## config.mk

```make
export PLATFORM = sky130hd
export DESIGN_NAME = pam_modulator
export DESIGN_NICKNAME = d
export VERILOG_FILES = /design/src/rtl/pam_pkg.sv /design/src/rtl/pam_carrier_gen.sv /design/src/rtl/pam_modulator.sv
export SDC_FILE = /design/constraint.sdc
export NUM_CORES = 1
export LEC_CHECK = 0
export BUFFER_PORTS_ARGS = -buffer_cell sky130_fd_sc_hd__buf_2
export CORE_MARGIN = 10
export CORE_UTILIZATION = 50
export DETAILED_ROUTE_END_ITERATION = 10
export GPL_TIMING_DRIVEN = 0
export PLACE_DENSITY = 0.73
export SYNTH_ARGS = -nofsm -noshare
export SYNTH_HDL_FRONTEND = slang
export SYNTH_SLANG_ARGS = --single-unit
```

## constraint.sdc

```tcl
create_clock -name clk -period 3.58 [get_ports clk]
set_input_delay 0.537 -clock clk [delete_from_list [all_inputs] [get_ports clk]]
set_output_delay 0.537 -clock clk [all_outputs]
set_load 0.005 [all_outputs]
```

## src/rtl/pam_pkg.sv

```systemverilog
`default_nettype none
// ============================================================================
//  Module      : pam_pkg
//  Description : Shared types and constants for the PAM modulator and the
//                matching demodulator. The demodulator slicer thresholds sit
//                halfway between the rectified mean levels.
//  Revision    : 1.0 - initial release
// ============================================================================
package pam_pkg;

    localparam int SYM_W         = 2;
    localparam int SAMPLE_W      = 8;
    localparam int SYMS_PER_BYTE = 4;

    // Default amplitude per symbol unit.
    localparam int AMP_STEP_DEF  = 19;

    // Demodulator slicer thresholds (9/28/47 at the default step).
    localparam int SLICE_THR_1   = AMP_STEP_DEF / 2;
    localparam int SLICE_THR_2   = AMP_STEP_DEF + AMP_STEP_DEF / 2;
    localparam int SLICE_THR_3   = 2 * AMP_STEP_DEF + AMP_STEP_DEF / 2;

    typedef enum logic [0:0] {
        IDLE = 1'b0,
        SEND = 1'b1
    } pam_state_t;

    // Unsigned carrier amplitude for a symbol. With 3*step <= 127 the result
    // always fits the positive half of a signed sample.
    function automatic logic [SAMPLE_W-1:0] sym_level(
        input logic [SYM_W-1:0] sym,
        input int               step
    );
        sym_level = SAMPLE_W'(int'(sym) * step);
    endfunction

endpackage
`default_nettype wire

```

## src/rtl/pam_carrier_gen.sv

```systemverilog
`default_nettype none
// ============================================================================
//  Module      : pam_carrier_gen
//  Description : Square-wave carrier sign generator. The sign is held for
//                CARRIER_HALF samples and then flips. The phase restarts on
//                every symbol boundary so each symbol has the same shape.
//  Ports       : clk, rst_n      - clock, async active-low reset
//                run             - the next cycle carries a sample
//                restart         - the next sample is the first of a symbol
//                sign_next       - sign of the next sample (1 = negative)
//  Revision    : 1.0 - initial release
// ============================================================================
module pam_carrier_gen
    import pam_pkg::*;
#(
    parameter int CARRIER_HALF = 2
) (
    input  logic clk,
    input  logic rst_n,
    input  logic run,
    input  logic restart,
    output logic sign_next
);

    localparam int PW = (CARRIER_HALF > 1) ? $clog2(CARRIER_HALF) : 1;

    logic [PW-1:0] phase_cnt;
    logic [PW-1:0] phase_next;
    logic          sign;
    logic          wrap;

    // Next-sample values are produced combinationally so the top level can
    // register the sample in the same edge as its counters.
    always_comb begin
        wrap       = (phase_cnt == PW'(CARRIER_HALF - 1));
        phase_next = '0;
        sign_next  = 1'b0;
        if (run && !restart) begin
            if (wrap) begin
                phase_next = '0;
                sign_next  = ~sign;
            end else begin
                phase_next = phase_cnt + PW'(1);
                sign_next  = sign;
            end
        end
    end

    always_ff @(posedge clk or negedge rst_n) begin
        if (!rst_n) begin
            phase_cnt <= '0;
            sign      <= 1'b0;
        end else begin
            phase_cnt <= phase_next;
            sign      <= sign_next;
        end
    end

endmodule
`default_nettype wire

```

## src/rtl/pam_modulator.sv

```systemverilog
`default_nettype none
// ============================================================================
//  Module      : pam_modulator
//  Description : Byte-to-PAM transmitter. Each accepted byte is sent as four
//                2-bit symbols, MSB pair first; each symbol is
//                SAMPLES_PER_SYM samples of a square-wave carrier with
//                amplitude sym*AMP_STEP.
//  Ports       : clk, rst_n            - clock, async active-low reset
//                in_data/in_valid/in_ready - byte input handshake
//                out_sample            - signed transmit sample
//                sym_out               - symbol currently on air
//                sym_start             - first sample of a symbol
//                busy                  - byte in transmission
//  Revision    : 1.0 - initial release
// ============================================================================
module pam_modulator
    import pam_pkg::*;
#(
    parameter int SAMPLES_PER_SYM = 16,
    parameter int CARRIER_HALF    = 2,
    parameter int AMP_STEP        = AMP_STEP_DEF
) (
    input  logic                clk,
    input  logic                rst_n,
    input  logic [7:0]          in_data,
    input  logic                in_valid,
    output logic                in_ready,
    output logic [SAMPLE_W-1:0] out_sample,
    output logic [SYM_W-1:0]    sym_out,
    output logic                sym_start,
    output logic                busy
);

    localparam int CW = $clog2(SAMPLES_PER_SYM);

    pam_state_t          state;
    pam_state_t          state_next;
    logic [1:0]          sym_idx;
    logic [1:0]          sym_idx_next;
    logic [CW-1:0]       sample_cnt;
    logic [CW-1:0]       sample_cnt_next;
    logic [7:0]          shreg;
    logic [7:0]          shreg_next;
    logic [SYM_W-1:0]    sym_next;
    logic [SAMPLE_W-1:0] level;
    logic                last_sample;
    logic                sym_wrap;
    logic                accept;
    logic                restart;
    logic                run;
    logic                sign_next;

    // Everything is computed for the *next* sample so the registered outputs
    // line up with the registered counters; the first sample therefore shows
    // right after the accepting edge.
    always_comb begin
        sym_wrap        = (sample_cnt == CW'(SAMPLES_PER_SYM - 1));
        last_sample     = (state == SEND) && sym_wrap &&
                          (sym_idx == 2'(SYMS_PER_BYTE - 1));
        in_ready        = (state == IDLE) || last_sample;
        accept          = in_valid && in_ready;

        state_next      = IDLE;
        sym_idx_next    = '0;
        sample_cnt_next = '0;
        shreg_next      = shreg;
        restart         = 1'b0;

        if (accept) begin
            state_next = SEND;
            shreg_next = in_data;
            restart    = 1'b1;
        end else if (state == SEND && !last_sample) begin
            state_next = SEND;
            if (sym_wrap) begin
                sym_idx_next = sym_idx + 2'd1;
                shreg_next   = {shreg[5:0], 2'b00};
                restart      = 1'b1;
            end else begin
                sym_idx_next    = sym_idx;
                sample_cnt_next = sample_cnt + CW'(1);
            end
        end

        run      = (state_next == SEND);
        // The current symbol is always the top pair of the shift register.
        sym_next = run ? shreg_next[7:6] : '0;
        level    = sym_level(sym_next, AMP_STEP);
    end

    pam_carrier_gen #(
        .CARRIER_HALF (CARRIER_HALF)
    ) u_carrier (
        .clk       (clk),
        .rst_n     (rst_n),
        .run       (run),
        .restart   (restart),
        .sign_next (sign_next)
    );

    always_ff @(posedge clk or negedge rst_n) begin
        if (!rst_n) begin
            state      <= IDLE;
            sym_idx    <= '0;
            sample_cnt <= '0;
            shreg      <= '0;
            out_sample <= '0;
            sym_out    <= '0;
            sym_start  <= 1'b0;
            busy       <= 1'b0;
        end else begin
            state      <= state_next;
            sym_idx    <= sym_idx_next;
            sample_cnt <= sample_cnt_next;
            shreg      <= shreg_next;
            sym_out    <= sym_next;
            sym_start  <= run && restart;
            busy       <= run;
            if (!run)
                out_sample <= '0;
            else if (sign_next)
                out_sample <= -level;
            else
                out_sample <= level;
        end
    end

endmodule
`default_nettype wire

```

==> results of run 1 <==
[Yosys cell counts, drive strengths merged, types with 2 or more instances]
cell type  count
mux2           6
buf            4
a22oi          6
xor2           2
o22ai          3
ha             8
dfrtp         26
nor2b          2
a21oi          2
inv            7
a22o           2
nand3          8
nand2          8
nor2           8
[per-stage QoR]
stage	hold slack, ns	total power, mW	util
floorplan	0.241	0.301	-
global placement	0.435	0.313	0.603
detailed placement	0.452	0.313	0.603
CTS	0.193	0.457	0.618
global route	0.207	0.477	0.618
finish	0.177	0.456	0.618
[sequential cells by signal, indices dropped and copies added (netlist names)]
register             flops
state                    1
sym_idx                  2
sym_start                1
sym_out                  2
shreg                    8
out_sample               6
sample_cnt               4
u_carrier.phase_cnt      1
u_carrier.sign           1
[critical path, stage by stage, from the launching register on]
cell and delay [ns]:
dfrtp_1 0.42, ha_1 0.25, and3_4 0.22, a21o_1 0.18, buf_6 0.14, a22oi_2 0.27, inv_1 0.15, ha_1 0.23
or3_1 0.37, a21oi_1 0.15
[logic make-up after synthesis]
| family | share of synthesized area |
|---|---|
| simple gates | 0.136 |
| flops | 0.531 |
| compound gates | 0.114 |
| buf+inv | 0.0551 |
| fa+ha+maj | 0.0816 |
| mux | 0.0612 |
| xor+xnor | 0.0214 |
[worst max path at each step]
stage                              from             to  slack, ns  cells past startpoint
final                     sample_cnt[0]  out_sample[2]       1.13                      9
after global placement    sample_cnt[0]  out_sample[3]       1.17                      9
after CTS                 sample_cnt[0]  out_sample[2]       1.10                      9
after floorplan           sample_cnt[0]  out_sample[3]       1.35                      9
after global routing      sample_cnt[0]  out_sample[2]       0.95                      9
after detailed placement  sample_cnt[0]  out_sample[2]       1.15                      9
[metal layers]
metal / up-vias / part of all wire / routed length [µm]
met5: - / 0 / 0
met2: 16 / 0.47 / 1120
li1: 408 / - / -
met4: 0 / 0.015 / 36
met3: 5 / 0.057 / 137
met1: 393 / 0.46 / 1100
[power by group]
group | switching (mW) | leakage [nW] | internal, mW | total (mW)
clock | 0.0875 | 0.0210 | 0.0623 | 0.150
sequential | 0 | 0.340 | 0.294 | 0.294
combinational | 0.00893 | 0.407 | 0.00409 | 0.0130
[cell type report]
class / count / area, µm²
multi-input cells: 66 / 508
well taps: 28 / 35.0
repair buffers: 22 / 110
plain buffers: 5 / 41.3
clock buffers: 4 / 36.3
fillers: 175 / 868
flip-flops and latches: 26 / 651
inverters: 7 / 26.3
==> impl_metrics.ini, run 1 <==
[worst_setup_path]
worst_setup_path_start_kind = flip-flop
worstSetupEndpointType = flip-flop
crit-reg2reg-launch = sample_cnt[0]
rrSetupSlack_ns = 1.13
worstPathRequired_ns = 3.84
r2r_end = out_sample[2]
reg2regPathDepth = 9
crit_fanout = 10
crit_arrival_ns = 2.71
path_class = reg -> reg

[global_route]
met2_usage = 0.163
gr-usage-met3 = 0.0428
grt_pass1_wl_um = 4250
met1_usage = 0.129
grt_max_degree = 27
grt_pass1_vias = 884
grt.busiest_layer = met2
gr-total-overflow = 0
grt_util_all_layers = 0.107
antenna_found_initial = 0

[synthesis]
syn_area_per_cell_um2 = 11.8
synthesis.area_um2 = 1230
yosys-top-cells-area = dfrtp_1 53%, ha_1 8.2%, mux2_2 3.7%, nand3_1 2.9%, a22oi_1 2.4%
ys_warn_count = 0
yosysUniqueCellTypes = 32
synth-async-reset-ratio = 1.00
yosys.area.top_type = dfrtp_1
synth.top_cell.area_share = 0.531
synth_ff_type = dfrtp_1
ys_seq_area_frac = 0.531
synth_edf_count = 0
ys_seq_elements = 26
synthesis.nets = 123
syn_inst = 104

[die]
die_w_um = 69.5
std_cell_rows = 17
ioPinCount = 24
fp.coreArea_um2 = 2280
dieArea_um2 = 4830
die_h_um = 69.5
start_util = 0.539

[clock_tree]
cts_setup_buffers = 0
h-tree-depth = 1
clkLatencyLatePin_ns = 0.32
post_cts_resized = 0
cts_tree = yes
cts_buffers = 3
cts.path.max_buffers = 2
cts_num_sinks = 26
root_buffer = clkbuf_4
hold_buffers = 0
path_clk_slew_ns = 0.14

[route]
drtIter0Drc = 58
dr.pass1.iters = 4
via_per_inst = 5.20
route.detailed.drc = 0
wl_um = 2400
vias = 822
ant_nets = 0
wl_per_cell_um = 15.2

[final_layout]
final_cell_area_um2 = 1410
final_cells = 158
drive_gt1_frac = 0.338
final_cell_mix = 26 x dfrtp_1, 22 x buf_2, 8 x nand2_1, 8 x ha_1
nets = 150
area_delta_synth_final_pct = 14.8
n_antenna_cell = 0
mostFrequentLayoutCell = dfrtp_1

[sta]
max_freq_mhz = 408
period_share = 0.685
finalHoldViolCount = 0
drv_slew = 0
max-slew-margin-rel = 0.627
finalSetupTns_ns = 0
finalClockSkew_ns = 0.00112
fin_ws_ns = 1.13
min_period_ns = 2.45
worst_pin_slew_ns = 0.559
setup_violations = 0
rsz0062_at_grt = false

[pwr]
power.density_nw_per_um2 = 324
irDropWorstVdd_v = 0.000243
power.leakage_nw = 0.768

[place]
dpl_cell_area_um2 = 1370
numPortBuffers = 22
dp_hpwl_um = 1780
pre_cts_ws_ns = 1.15
dp.cells = 154
gp_congestion = 0.769

[flow_run]
drv_cap = 0

[status]
status = completed

[worst_hold_path]
hp-class = in -> async
Note: power is estimated with default switching activity, not from simulation.
==> inputs of run 2 (changes only) <==
Settings changed: ABC_AREA set to 1, CORE_UTILIZATION 50 to 48, PLACE_DENSITY 0.73 to 0.74.
Clock period 3.58 ns to 2 ns, I/O delays scaled along.
==> run 2 against run 1 <==
Clock-buffer cell count shrank 1. Via count increased by 25%. Highest routed layer unchanged. Final cell count increased by 23%. Largest power group unchanged. Non-clock buffer count rose by 9. Utilization rose by 5.6 points. Clock power grew 150%. First-iteration DRC count up 6.9%. Critical endpoint is now out_sample[3]. Wire length grew 30%. Die area increased by 3.0%. Worst hold slack better by 0.0045 ns. Global-route usage increased by 0.52 points.
==> impl_metrics.ini, run 2 <==
[status]
status = completed

[synthesis]
synthXorXnorAreaFrac = 0.0143
synth_simple_gate_area_frac = 0.232
ys_seq_area_frac = 0.530
yosys-top-cells-area = dfrtp_1 53%, ha_1 8.2%, nand2_1 7.0%, inv_1 4.3%, nand2_2 3.1%
synth_edf_count = 0
synth_common_cells = 26 x dfrtp_1, 23 x nand2_1, 14 x inv_1, 8 x ha_1, 7 x nand3_1
yosys-mux-area-fraction = 0
syn_inst = 127
synthesis.area_um2 = 1230
ys_warn_count = 0
syn_area_per_cell_um2 = 9.66
synth_top_family_by_area = simple AND/OR/NAND/NOR gates
synth.top_cell.area_share = 0.530
yosysUniqueCellTypes = 20
yosys.cell_count.top_type = dfrtp_1
ys_seq_elements = 26
synth-async-reset-ratio = 1.00
synth-compound-area-share = 0.0683
synth_fa_ha_area_frac = 0.0815
synth_ff_type = dfrtp_1
yosys.area.top_type = dfrtp_1
synthesis.nets = 146

[route]
wl_met3_um = 197
via_per_inst = 5.25
wl_met1_um = 1130
top_layer = met4
route.detailed.drc = 0
drtIter0Drc = 62
dr.pass1.iters = 4
ant_nets = 0
route.met2.wl_um = 1740
wl_um = 3110
vias = 1024
wl_per_cell_um = 16.0

[worst_hold_path]
hp-class = in -> reg
hold_depth = 3

[worst_setup_path]
worst_setup_path_start_kind = flip-flop
worstPathRequired_ns = 2.23
rrSetupSlack_ns = 0.02
crit_arrival_ns = 2.21
path_class = reg -> reg
worstSetupEndpointType = flip-flop
crit_fanout = 4
reg2regPathDepth = 11

[global_route]
antenna_found_initial = 0
gr-total-overflow = 0
grt_util_all_layers = 0.112
grt_max_degree = 27
grt_pass1_vias = 1006
grt_pass1_wl_um = 4640

[die]
die_h_um = 70.6
ioPinCount = 24
die_w_um = 70.6
start_util = 0.500
dieArea_um2 = 4980
std_cell_rows = 18
fp.coreArea_um2 = 2450

[final_layout]
utilization = 0.674
area_delta_synth_final_pct = 34.9
n_antenna_cell = 0
mostFrequentLayoutCell = dfrtp_1
largest_reg_flops = 8
nets = 185
regMostFlops = shreg
final_cell_mix = 26 x dfrtp_1, 23 x buf_2, 21 x nand2_1
biggestRegsByFlops = shreg (8), out_sample (6), sample_cnt (4)
drive_gt1_frac = 0.436

[pwr]
finalPower_mw = 0.920
irDropWorstVdd_v = 0.000429
power.density_nw_per_um2 = 556
power.leakage_nw = 0.894

[place]
dp_hpwl_um = 2020
gp_congestion = 0.840
numPortBuffers = 23

[sta]
finalSetupTns_ns = 0
finalClockSkew_ns = 0.0136
finalHoldViolCount = 0
whs_ns = 0.181
setup_violations = 0
max_freq_mhz = 505
max-slew-margin-rel = 0.608
worst_pin_slew_ns = 0.588
period_share = 0.989
min_period_ns = 1.98
drv_slew = 0

[clock_tree]
cts.path.max_buffers = 2
cts_tree = yes
path_clk_slew_ns = 0.15
h-tree-depth = 1
cts_num_sinks = 26
clkLatencyLatePin_ns = 0.34
cts_buffers = 3
root_buffer = clkbuf_4

[flow_run]
drv_cap = 0
[run 2: layer usage]
layer	up-vias	track usage
li1	483	-
met1	501	0.113
met2	35	0.202
met3	5	0.0391
met4	0	0.0516
met5	-	0
[run 2: layout make-up]
class	count	area [µm²]
Buffer	2	15.0
Fill cell	177	800
Inverter	20	82.6
Clock buffer	3	22.5
Sequential cell	26	651
Clock inverter	1	30.0
Multi-Input combinational cell	79	617
Timing Repair Buffer	34	200
Tap cell	30	37.5
[run 2: kinds of logic after synthesis]
family / Yosys count
adders and majority gates: 8
buffers and inverters: 22
DFF: 26
xor gates and xnor gates: 2
AOI/OAI and AO/OA: 15
and+or+nand+nor: 54
[run 2: final timing paths]
| path | from | to |
|---|---|---|
| hold / removal | in_data[4] | shreg[4] |
| max in group asynchronous | rst_n | sample_cnt[2] |
| setup reg to reg | sample_cnt[1] | out_sample[3] |
| setup / recovery | sample_cnt[1] | out_sample[3] |
| hold reg to reg | u_carrier.phase_cnt | u_carrier.phase_cnt |
| min in group asynchronous | rst_n | sample_cnt[1] |
[run 2: what timing repair did]
action,in CTS,in global routing
hold endpoints to repair,26,0
resized for setup,5,25
setup endpoints to repair,3,3
setup buffers,3,7
pin swaps,2,6
hold buffers,1,0
[run 2: where the power goes]
part | switching [mW] | internal (mW)
logic | 0.0163 | 0.00859
registers | 0 | 0.526
clock network | 0.166 | 0.203
total | 0.182 | 0.737
[run 2: critical path: stages (launching register included)]
cell	delay, ns
dfrtp_1	0.43
ha_4	0.17
nand3_4	0.14
buf_4	0.18
o21ai_2	0.17
nand3_4	0.11
nand2_4	0.08
nor2_4	0.05
buf_4	0.15
ha_1	0.19
o21ai_1	0.13
a21oi_1	0.06
[run 2: per-stage QoR]
step           setup WS (ns)  cells  instance area, µm²
4_1_cts               0.0126    188                1490
3_3_place_gp         -0.0233    180                1380
3_5_place_dp         -0.0589    180                1380
2_1_floorplan          0.169    127                1230
5_1_grt              -0.0626    195                1660
6_report              0.0214    195                1660
==> inputs of run 3 (changes only) <==
Settings changed: ABC_AREA 1 to 0.
==> run 3 against run 2 <==
The run now ends with negative setup slack left. Global-route usage shrank 0.52 points. Design area shrank 3.3%. Clock-buffer cell count grew 1. Combinational power shrank 2%. Highest routed layer unchanged.
==> impl_metrics.ini, run 3 (synthesized netlist as in run 1, its figures left out) <==
[route]
vias = 917
wl_um = 2670
route.detailed.drc = 0
via_per_inst = 5.24
ant_nets = 0
dr.pass1.iters = 4
drtIter0Drc = 37
wl_per_cell_um = 15.3

[final_layout]
final_cell_mix = 26 x dfrtp_1, 22 x buf_2, 15 x buf_4
final_cells = 175
n_antenna_cell = 0
mostFrequentLayoutCell = dfrtp_1
regMostFlops = shreg
fillers = 198
drive_gt1_frac = 0.490
area_delta_synth_final_pct = 30.5
largest_reg_flops = 8
nets = 165
biggestRegsByFlops = shreg (8), out_sample (6), sample_cnt (4)

[die]
fp.coreArea_um2 = 2450
start_util = 0.499
die_h_um = 70.5
die_w_um = 70.5
dieArea_um2 = 4980
ioPinCount = 24
std_cell_rows = 18

[place]
dp_hpwl_um = 1810
numPortBuffers = 22
pre_cts_ws_ns = -0.373
dp.cells = 156
gp_congestion = 0.763

[clock_tree]
cts_num_sinks = 26
path_clk_slew_ns = 0.14
clkLatencyLatePin_ns = 0.31
root_buffer = clkbuf_4
h-tree-depth = 1
cts_tree = yes
cts.path.max_buffers = 2
cts_buffers = 3

[sta]
drv_slew = 0
max-slew-margin-rel = 0.625
rsz0062_at_grt = true
finalClockSkew_ns = 0.00121
setup_violations = 4
min_period_ns = 2.09
period_share = 1.04
finalSetupTns_ns = -0.149
max_freq_mhz = 479
fin_ws_ns = -0.0860
worst_pin_slew_ns = 0.563
finalHoldViolCount = 0

[status]
status = finished with violations
violations = negative setup slack

[global_route]
gr-total-overflow = 0
grt_pass1_vias = 973
grt_pass1_wl_um = 4490
antenna_found_initial = 0
grt_util_all_layers = 0.107
grt_max_degree = 27

[worst_setup_path]
crit_fanout = 4
critPathTopFamily = compound AO/OA/AOI/OAI gates
worstSetupEndpointType = flip-flop
crit_arrival_ns = 2.34
crit_buf_inv = 1
worstPathRequired_ns = 2.26
cpMaxStageDelayCell = dfrtp_1
crit_chain = ha_2 -> and3_4 -> a21o_4 -> a22oi_2 -> inv_2 -> ha_4 -> or3_4 -> a21oi_2
worst_setup_path_start_kind = flip-flop
crit_path_max_incr_delay_ns = 0.41
path_class = reg -> reg

[pwr]
irDropWorstVdd_v = 0.000471
p_clk_frac = 0.324
power_frac_comb = 0.030
power.switching_mw = 0.168
netSwitchingFraction = 0.207
power.density_nw_per_um2 = 509
power.leakage_nw = 0.845
finalPower_mw = 0.814
seqPwrFrac = 0.646
internal-power_mw = 0.646

[flow_run]
drv_cap = 0

[worst_hold_path]
hp-class = in -> reg
-- run 3: changes by cell type in the layout (fill, tap and decap cells not counted), sizes merged, moves of 5 or more --
| cell | delta |
|---|---|
| nand2 | -23 |
| a22oi | +6 |
| mux2 | +6 |
| nand4 | -5 |
| inv | -13 |
| o21ai | -7 |
| buf | +5 |
-- run 3: metal layers --
metal / wire length, µm / up-vias / GRT usage
met5: 0 / - / 0
met4: 34 / 0 / 0.0516
met3: 99 / 2 / 0.0167
met2: 1370 / 16 / 0.178
met1: 1170 / 461 / 0.131
li1: - / 438 / -
-- run 3: power groups by stage --
stage                     combinational, mW  sequential [mW]  clock [mW]
final                                0.0244            0.526       0.264
after global routing                 0.0287            0.526       0.295
after CTS                            0.0257            0.526       0.272
after detailed placement             0.0245            0.536           0
after global placement               0.0239            0.536           0
after floorplan                     0.00379            0.536           0
-- run 3: what timing repair did --
action                                 CTS  global route
setup endpoints to repair                6             6
gates resized for setup                  7             7
pin swaps                               10            10
hold buffers                             1             0
endpoints found under the hold margin   26             0
setup buffers                           11             4
-- run 3: final cells by class --
class,instances,area (µm²),share of cell area
clock buffer,4,36.3,0.0227
inverter,7,26.3,0.0164
timing repair buffer,38,240,0.150
multi-input combinational,66,579,0.362
buffer,4,30.0,0.0188
tap,30,37.5,0.0235
sequential,26,651,0.407
-- run 3: path summary, 6_finish.rpt --
path	startpoint	end	slack [ns]	depth (start not counted)
min in group asynchronous	rst_n	shreg[6]	0.48	2
worst min register to register	u_carrier.phase_cnt	u_carrier.phase_cnt	0.47	1
max in group asynchronous	rst_n	shreg[3]	1.14	2
worst max-delay path	sample_cnt[1]	out_sample[2]	-0.09	8
worst min-delay path	in_data[1]	shreg[1]	0.20	2
worst max register to register	sample_cnt[1]	out_sample[2]	-0.09	8
-- run 3: worst register-to-register path, delay by kind of cell (launching register included) --
kind	cells	cell delay, ns
and+or+nand+nor	2	0.56
buffers and inverters	1	0.11
DFF	1	0.41
adders and majority gates	2	0.37
AOI/OAI and AO/OA	3	0.58
-- run 3: through the flow --
| step | utilization | instance area, µm² | hold slack (ns) |
|---|---|---|---|
| global route | 0.652 | 1600 | 0.191 |
| CTS | 0.632 | 1550 | 0.192 |
| global placement | 0.567 | 1390 | 0.326 |
| detailed placement | 0.567 | 1390 | 0.342 |
| floorplan | - | 1240 | 0.00441 |
| finish | 0.652 | 1600 | 0.200 |
